--- config.mk ---
export PLATFORM = sky130hd
export DESIGN_NAME = rx_ring_writer
export DESIGN_NICKNAME = d
export VERILOG_FILES = /design/src/rtl/rx_ring_writer_pkg.sv /design/src/rtl/rx_ring_writer.sv
export SDC_FILE = /design/constraint.sdc
export NUM_CORES = 1
export LEC_CHECK = 0
export BUFFER_PORTS_ARGS = -buffer_cell sky130_fd_sc_hd__buf_2
export CAP_MARGIN = 20
export CORE_AREA = 2 2 167 169
export CTS_CLUSTER_DIAMETER = 200
export DETAILED_ROUTE_END_ITERATION = 10
export DIE_AREA = 0 0 169 171
export GPL_ROUTABILITY_DRIVEN = 0
export PLACE_DENSITY_LB_ADDON = 0.12
export SLEW_MARGIN = 20
export SYNTH_ARGS = -nofsm -noshare
export SYNTH_HDL_FRONTEND = slang
export SYNTH_SLANG_ARGS = --single-unit
--- constraint.sdc ---
create_clock -name s_ul_clk -period 8.9 [get_ports s_ul_clk]
set_clock_uncertainty 0.1 [all_clocks]
set_input_delay 1.335 -clock s_ul_clk [delete_from_list [all_inputs] [get_ports s_ul_clk]]
set_output_delay 1.335 -clock s_ul_clk [all_outputs]
set_load 0.005 [all_outputs]
--- src/rtl/rx_ring_writer_pkg.sv ---
// Shared RX DMA constants and packing helpers used by the ring writer and the DMA state machine.
package rx_ring_writer_pkg;

  localparam int unsigned RING_WORD_BITS = 128;
  localparam int unsigned BEAT_BITS      = 64;
  localparam int unsigned POS_BITS       = 3;
  localparam int unsigned SISO_LANES     = 4;
  localparam int unsigned MIMO_LANES     = 2;
  localparam int unsigned LANE_BITS      = 2;
  localparam int unsigned DROP_BITS      = 16;

  typedef enum logic {
    PACK_MIMO = 1'b0,
    PACK_SISO = 1'b1
  } pack_mode_e;

  // Lane index of the beat that completes a ring word.
  function automatic logic [LANE_BITS-1:0] last_lane(input pack_mode_e mode);
    return (mode == PACK_SISO) ? LANE_BITS'(SISO_LANES - 1) : LANE_BITS'(MIMO_LANES - 1);
  endfunction

  // Merge one beat into the partial ring word at the given lane.
  function automatic logic [RING_WORD_BITS-1:0] place_beat(
    input logic [RING_WORD_BITS-1:0] word,
    input logic [BEAT_BITS-1:0]      beat,
    input logic [LANE_BITS-1:0]      lane,
    input pack_mode_e                mode
  );
    logic [RING_WORD_BITS-1:0] w;
    w = word;
    if (mode == PACK_SISO) begin
      case (lane)
        2'd0: w[31:0]   = beat[31:0];
        2'd1: w[63:32]  = beat[31:0];
        2'd2: w[95:64]  = beat[31:0];
        2'd3: w[127:96] = beat[31:0];
      endcase
    end else if (lane[0]) begin
      w[127:64] = beat;
    end else begin
      w[63:0] = beat;
    end
    return w;
  endfunction

endpackage

--- src/rtl/rx_ring_writer.sv ---
// Packs frontend sample beats into 128-bit ring words and writes them to the external RX ring RAM.
module rx_ring_writer
  import rx_ring_writer_pkg::*;
#(
  parameter int unsigned BUFFER_SIZE_RX_BITS = 16
) (
  input  logic                           s_ul_clk,
  input  logic                           s_ul_areset,
  input  logic                           fe_enable,
  input  logic                           fe_stall,
  input  logic                           fe_rst,
  input  logic                           fe_siso_mode,
  input  logic [BEAT_BITS-1:0]           in_data,
  input  logic                           in_valid,
  output logic                           ram_wr_en,
  output logic [BUFFER_SIZE_RX_BITS-5:0] ram_waddr,
  output logic [RING_WORD_BITS-1:0]      ram_wdata,
  output logic [POS_BITS-1:0]            writer_pos,
  output logic [DROP_BITS-1:0]           drop_cnt
);

  localparam int unsigned ADDR_BITS = BUFFER_SIZE_RX_BITS - 4;

  logic rst_meta;
  logic rst_sync;

  // Assert immediately, release two clocks later.
  always_ff @(posedge s_ul_clk or posedge s_ul_areset) begin
    if (s_ul_areset) begin
      rst_meta <= 1'b1;
      rst_sync <= 1'b1;
    end else begin
      rst_meta <= 1'b0;
      rst_sync <= rst_meta;
    end
  end

  logic active_c;
  logic drop_clear_c;

  assign active_c     = fe_enable & ~fe_rst & ~fe_stall & ~rst_sync;
  assign drop_clear_c = ~fe_enable | fe_rst | rst_sync;

  pack_mode_e                mode, mode_nxt;
  logic [LANE_BITS-1:0]      lane, lane_nxt;
  logic [RING_WORD_BITS-1:0] word, word_nxt;
  logic                      wr_en_nxt;
  logic [ADDR_BITS-1:0]      waddr_nxt;
  logic [RING_WORD_BITS-1:0] wdata_nxt;
  logic [POS_BITS-1:0]       pos_nxt;
  logic [DROP_BITS-1:0]      drop_nxt;

  // Pointer and packing next-state; pointers only advance after a write has been presented.
  always_comb begin
    mode_nxt  = mode;
    lane_nxt  = lane;
    word_nxt  = word;
    wr_en_nxt = 1'b0;
    waddr_nxt = ram_waddr;
    wdata_nxt = ram_wdata;
    pos_nxt   = writer_pos;
    drop_nxt  = drop_cnt;

    if (!active_c) begin
      mode_nxt  = pack_mode_e'(fe_siso_mode);
      lane_nxt  = '0;
      word_nxt  = '0;
      waddr_nxt = '0;
      pos_nxt   = '0;
    end else begin
      if (ram_wr_en) begin
        waddr_nxt = ram_waddr + ADDR_BITS'(1);
        pos_nxt   = writer_pos + POS_BITS'(1);
      end
      if (in_valid) begin
        word_nxt = place_beat(word, in_data, lane, mode);
        if (lane == last_lane(mode)) begin
          wr_en_nxt = 1'b1;
          wdata_nxt = word_nxt;
          word_nxt  = '0;
          lane_nxt  = '0;
        end else begin
          lane_nxt = lane + LANE_BITS'(1);
        end
      end
    end

    // Stall keeps the drop history so software can read it after recovery.
    if (drop_clear_c) begin
      drop_nxt = '0;
    end else if (fe_stall && in_valid && (drop_cnt != '1)) begin
      drop_nxt = drop_cnt + DROP_BITS'(1);
    end
  end

  always_ff @(posedge s_ul_clk or posedge s_ul_areset) begin
    if (s_ul_areset) begin
      mode       <= PACK_MIMO;
      lane       <= '0;
      word       <= '0;
      ram_wr_en  <= 1'b0;
      ram_waddr  <= '0;
      ram_wdata  <= '0;
      writer_pos <= '0;
      drop_cnt   <= '0;
    end else begin
      mode       <= mode_nxt;
      lane       <= lane_nxt;
      word       <= word_nxt;
      ram_wr_en  <= wr_en_nxt;
      ram_waddr  <= waddr_nxt;
      ram_wdata  <= wdata_nxt;
      writer_pos <= pos_nxt;
      drop_cnt   <= drop_nxt;
    end
  end

endmodule

# After elaboration in Yosys (flattened, before gate mapping)
# Cells that the tools add are included.
# Widths: inputs -> output; s select.
# classes
eq_ne	7
n_bitwise	9
addsub	4
muxes	23
reduce_logical	5
# op_table
cell	count
$mux 128	4
$mux 32	4
$mux 64	2
$mux 16	2
$mux 12	2
$add 16x1->16 const B	1
$ne 16x16->1 const B	1
$add 12x1->12 const B	1
$mux 2	4
$mux 3	2
$eq 2x2->1 const B	2
$ne 2x2->1 const B	2
$not 1->1	4
$add 3x1->3 const B	1
$and 1x1->1	3
$mux 1	3
$reduce_and 3->1	1
$add 2x1->2 const B	1
$eq 2x1->1 const B	1
$eq 2x2->1	1
$logic_and 1x1->1	2
$logic_not 2->1	1
$or 1x1->1	2
$reduce_bool 2->1	1
# word_totals
out_inout_bits	160
word_cells	58
inputBits	71
regBits	293

# Logic depth before layout (Yosys ltp)
# logic_depth
depth_word	6
mapped_depth	10
mapped_depth_nobuf	6

# Worst setup path before layout
# Ideal clock, no wire load.
# synth_timing
path_kind	input-to-reg
from	input fe_rst
to	register ram_wdata[41]
setup_time_ps	128
t_required_ps	8672
n_path_buf	2
setup_slack_ps	6012
arrival_time_ps	2660
stages	6
path_cell_list	nor4b_2 > nand4_1 > buf_2 > inv_2 > buf_4 > mux2_1
# synth_via
elab_chain_len	5
# synth_rtl
element	line_no	rtl
from (decl)	rx_ring_writer.sv:11	input logic fe_rst,
$not 1->1	rx_ring_writer.sv:41	assign active_c = fe_enable & ~fe_rst & ~fe_stall & ~rst_sync;
$and 1x1->1 (3 in a row)	rx_ring_writer.sv:41	
$reduce_and 3->1 (no source line)	--	
to (signal assigned)	rx_ring_writer.sv:112	ram_wdata <= wdata_nxt;
to (decl)	rx_ring_writer.sv:17	output logic [RING_WORD_BITS-1:0] ram_wdata,
# Every way passes these cells.
# A chain may end at the register's enable or synchronous reset.

# Worst setup path in the final report
# layout_timing
from	register lane[0]
to	register word[72]
# layout_via
elab_chain_len	6
word_cells_on_any_way	8
cone_classes	eq/ne (2); mux (6)
# layout_rtl
element	line_no	rtl
from (decl)	rx_ring_writer.sv:45	logic [LANE_BITS-1:0] lane, lane_nxt;
from (signal assigned)	rx_ring_writer.sv:108	lane <= lane_nxt;
$eq 2x2->1	rx_ring_writer_pkg.sv:32	case (lane)
$mux 32	rx_ring_writer_pkg.sv:32	
$mux 128	rx_ring_writer_pkg.sv:31	if (mode == PACK_SISO) begin
$mux 128 *	rx_ring_writer.sv:77	if (lane == last_lane(mode)) begin
$mux 128 *	rx_ring_writer.sv:75	if (in_valid) begin
$mux 128 *	rx_ring_writer.sv:64	if (!active_c) begin
to (signal assigned)	rx_ring_writer.sv:109	word <= word_nxt;
to (decl)	rx_ring_writer.sv:46	logic [RING_WORD_BITS-1:0] word, word_nxt;
# Mark *: on every way between the ends. The rest lies on a longest branch, timed or not. The select of a mux whose other input is x is not followed.

==> flow_summary.json <==
{
  "status": "completed",
  "synth-simple-area-share": 0.0935,
  "rsz0062_at_grt": "no",
  "grt_pass1_wl_um": 54800,
  "seq_area_frac_synth": 0.551,
  "tightest_slew_ps": 931,
  "cp.arrival_ps": 3980,
  "clkTransAtPathRegs_ps": 60,
  "synth.avg_cell_area_um2": 11.1,
  "timing.fmax_ghz": 0.278,
  "overflow": 0,
  "routed_wl_um": 34400,
  "synth_top_area_share": 0.548,
  "dieArea_mm2": 0.0289,
  "combPwrFrac": 0.058,
  "dieHeight_um": 171,
  "core-area_mm2": 0.0273,
  "synth-seq-cells": 293,
  "clkPwrFrac": 0.470,
  "wl_per_cell_um": 19.7,
  "setup_viol_count_final": 0,
  "cts-htree-levels": 1,
  "yosys-top-cells-area": "dfrtp_1 (55%), mux2i_1 (7.6%), a22o_1 (6.5%)",
  "synthAdderAreaFrac": 0.00659,
  "synth_cell_type_count": 55,
  "grt_pass1_vias": 9428,
  "period_share": 0.405,
  "slew_violations": 0,
  "viasPerCell": 5.63,
  "synth_xor_area_frac": 0.00922,
  "cts.sink_count": 293,
  "hp-class": "reg2reg",
  "slew_headroom": 0.379,
  "max-vdd-ir-drop_v": 0.000156,
  "synth_async_sr_flop_share": 1.00,
  "dp.cells": 1690,
  "power_frac_seq": 0.472,
  "fin_crit_ps": 3600,
  "die_x_um": 169,
  "track_usage": 0.239,
  "rows": 61,
  "totalNegativeSetupSlack_ps": 0,
  "yosysTopAreaCell": "dfrtp_1",
  "synth-edff-count": 0,
  "synth_warnings": 0,
  "syn_area_mm2": 0.0133,
  "hold_viol": 0,
  "synth_top_family_by_area": "compound AO/OA/AOI/OAI gates",
  "drv_cap": 0,
  "vias": 9838,
  "cts_buffers": 31,
  "portBuffers": 230,
  "holdBufCountCts": 0,
  "swShare": 0.227,
  "crit_required_ps": 9280,
  "clk_latency_ps": 560,
  "dr.pass1.iters": 4,
  "power_density_mw_per_mm2": 183,
  "start_util": 0.487,
  "netlist_instances": 1193,
  "drt_iter0_drc": 747,
  "crit_fanout": 78,
  "cp-end-kind": "flip-flop",
  "drive_gt1_frac": 0.229,
  "final_cells": 1748,
  "grt_start_max_net_pins": 191,
  "crit_type": "reg2reg",
  "clock_path_buffers": 3,
  "cts_tree": "yes",
  "cts-root-buf": "clkbuf_16",
  "antenna_found_initial": 2,
  "ant_nets": 0,
  "ioPinCount": 231,
  "cts_setup_buffers": 0,
  "synth_nets": 1271,
  "synthMuxAreaShare": 0.106,
  "switching_power_mw": 0.651,
  "synth_compound_area_frac": 0.194,
  "cts.repair.resized": 0,
  "worst_setup_path_start_kind": "flip-flop",
  "place_hpwl_um": 21700,
  "synth_top_flop_cell": "dfrtp_1",
  "internal_power_mw": 2.21,
  "layout.nets": 1455,
  "p_leak_nw": 7.56,
  "synthToLayoutAreaGrowth_pct": 17.5,
  "drcViolationCount": 0
}
-- stage by stage --
step / power [mW] / hold WS (ps) / area [um^2] / util / worst slack, ps
after floorplan: 1.47 / 245 / 13300 / - / 3580
after global placement: 1.54 / 246 / 14600 / 0.533 / 5060
after detailed placement: 1.54 / 248 / 14600 / 0.533 / 5030
after CTS: 2.90 / 257 / 15600 / 0.572 / 5280
after global routing: 2.97 / 264 / 15600 / 0.572 / 5050
final: 2.87 / 257 / 15600 / 0.572 / 5300
-- path summary, 6_finish.rpt --
kind                                   from             to  slack, ps  depth (start not counted)
worst min-delay path               rst_meta       rst_sync        260                          0
worst min register to register     rst_meta       rst_sync        260                          0
worst max-delay path                lane[0]       word[72]       5300                          7
min in group asynchronous       s_ul_areset   ram_waddr[7]        860                          2
max in group asynchronous       s_ul_areset  ram_wdata[17]       6010                          4
worst max register to register      lane[0]       word[72]       5300                          7
-- state kept, by name (all words and copies together), names as in the netlist --
| name | flops |
|---|---|
| drop_cnt | 16 |
| lane | 2 |
| rst_meta | 1 |
| writer_pos | 3 |
| mode | 1 |
| ram_wr_en | 1 |
| ram_wdata | 128 |
| ram_waddr | 12 |
| word | 128 |
| rst_sync | 1 |
-- cells in the final DEF (no fill, tap or decap), types with 4 or more instances in the layout --
cell type    n
a211oi_1    35
a21oi_1     43
a22o_1      98
buf_2      230
buf_4       11
bufinv_16    5
clkbuf_1    10
clkbuf_16   31
clkbuf_8     4
clkinv_2     4
dfrtp_1    289
ha_1         6
inv_1        9
mux2_1      29
mux2_2       4
mux2i_1    101
nand2_1    144
nand3_1      6
nand4_1      8
nor2_1      20
nor2b_1     33
nor3_1       6
nor4_1       5
o21ai_0     47
o21ai_1    115
o22a_1      31
o31ai_1      4
or3_1        5
or4_1        4
xnor2_1      7
xor2_1       7
-- Yosys cell counts (all sizes together) (2+ instances only) --
| cell type | count |
|---|---|
| nor3 | 6 |
| o31ai | 4 |
| o311ai | 2 |
| o41ai | 3 |
| xor2 | 7 |
| mux2i | 102 |
| a211oi | 36 |
| nand2b | 2 |
| inv | 11 |
| a22o | 98 |
| and4 | 3 |
| or4 | 4 |
| o22a | 31 |
| dfrtp | 291 |
| ha | 7 |
| clkbuf | 46 |
| nand2 | 144 |
| a21oi | 45 |
| nand3 | 6 |
| o21ai | 162 |
| o31a | 2 |
| o21a | 2 |
| nand4 | 11 |
| nor2 | 24 |
| or3b | 2 |
| mux2 | 33 |
| nor2b | 33 |
| or3 | 6 |
| nor3b | 2 |
| buf | 45 |
| xnor2 | 7 |
| nor4 | 5 |
| dfstp | 2 |
-- critical path: stages, from the launching register on --
cell and delay, ps:
dfrtp_4 1010, inv_1 160, ha_1 270, mux2i_4 130
buf_4 540, a21bo_2 310, a21oi_4 720, a22o_1 240
-- area by class of cell --
type / instances / area (um^2)
fillers: 2403 / 11700
repair buffers: 243 / 1270
well taps: 346 / 433
clock buffers: 45 / 868
flip-flops and latches: 293 / 7340
diodes: 2 / 5.00
clock inverters: 11 / 188
inverters: 11 / 45.0
multi-input cells: 797 / 5480
-- power by group through the flow --
stage / registers [mW] / logic (mW) / clock network (mW)
floorplan: 1.37 / 0.100 / 0
global placement: 1.38 / 0.168 / 0
detailed placement: 1.38 / 0.169 / 0
CTS: 1.35 / 0.170 / 1.38
global route: 1.35 / 0.188 / 1.43
finish: 1.35 / 0.167 / 1.35
-- cell families (layout without fill, tap and decap cells) --
logic type                 count (synthesis)  in the layout
AOI/OAI and AO/OA                        387            387
DFF                                      293            293
and+or+nand+nor                          253            253
muxes                                    135            135
buffers and inverters                    103            310
xor gates and xnor gates                  14             14
adders and majority gates                  7              7
other                                      1              3
-- routing by layer --
layer	vias to the layer above	track usage	wire length, um
li1	4722	-	-
met1	4821	0.364	16800
met2	253	0.366	15400
met3	42	0.0308	1520
met4	0	0.0539	655
met5	-	0	0
Note: power is estimated with default switching activity, not from simulation.
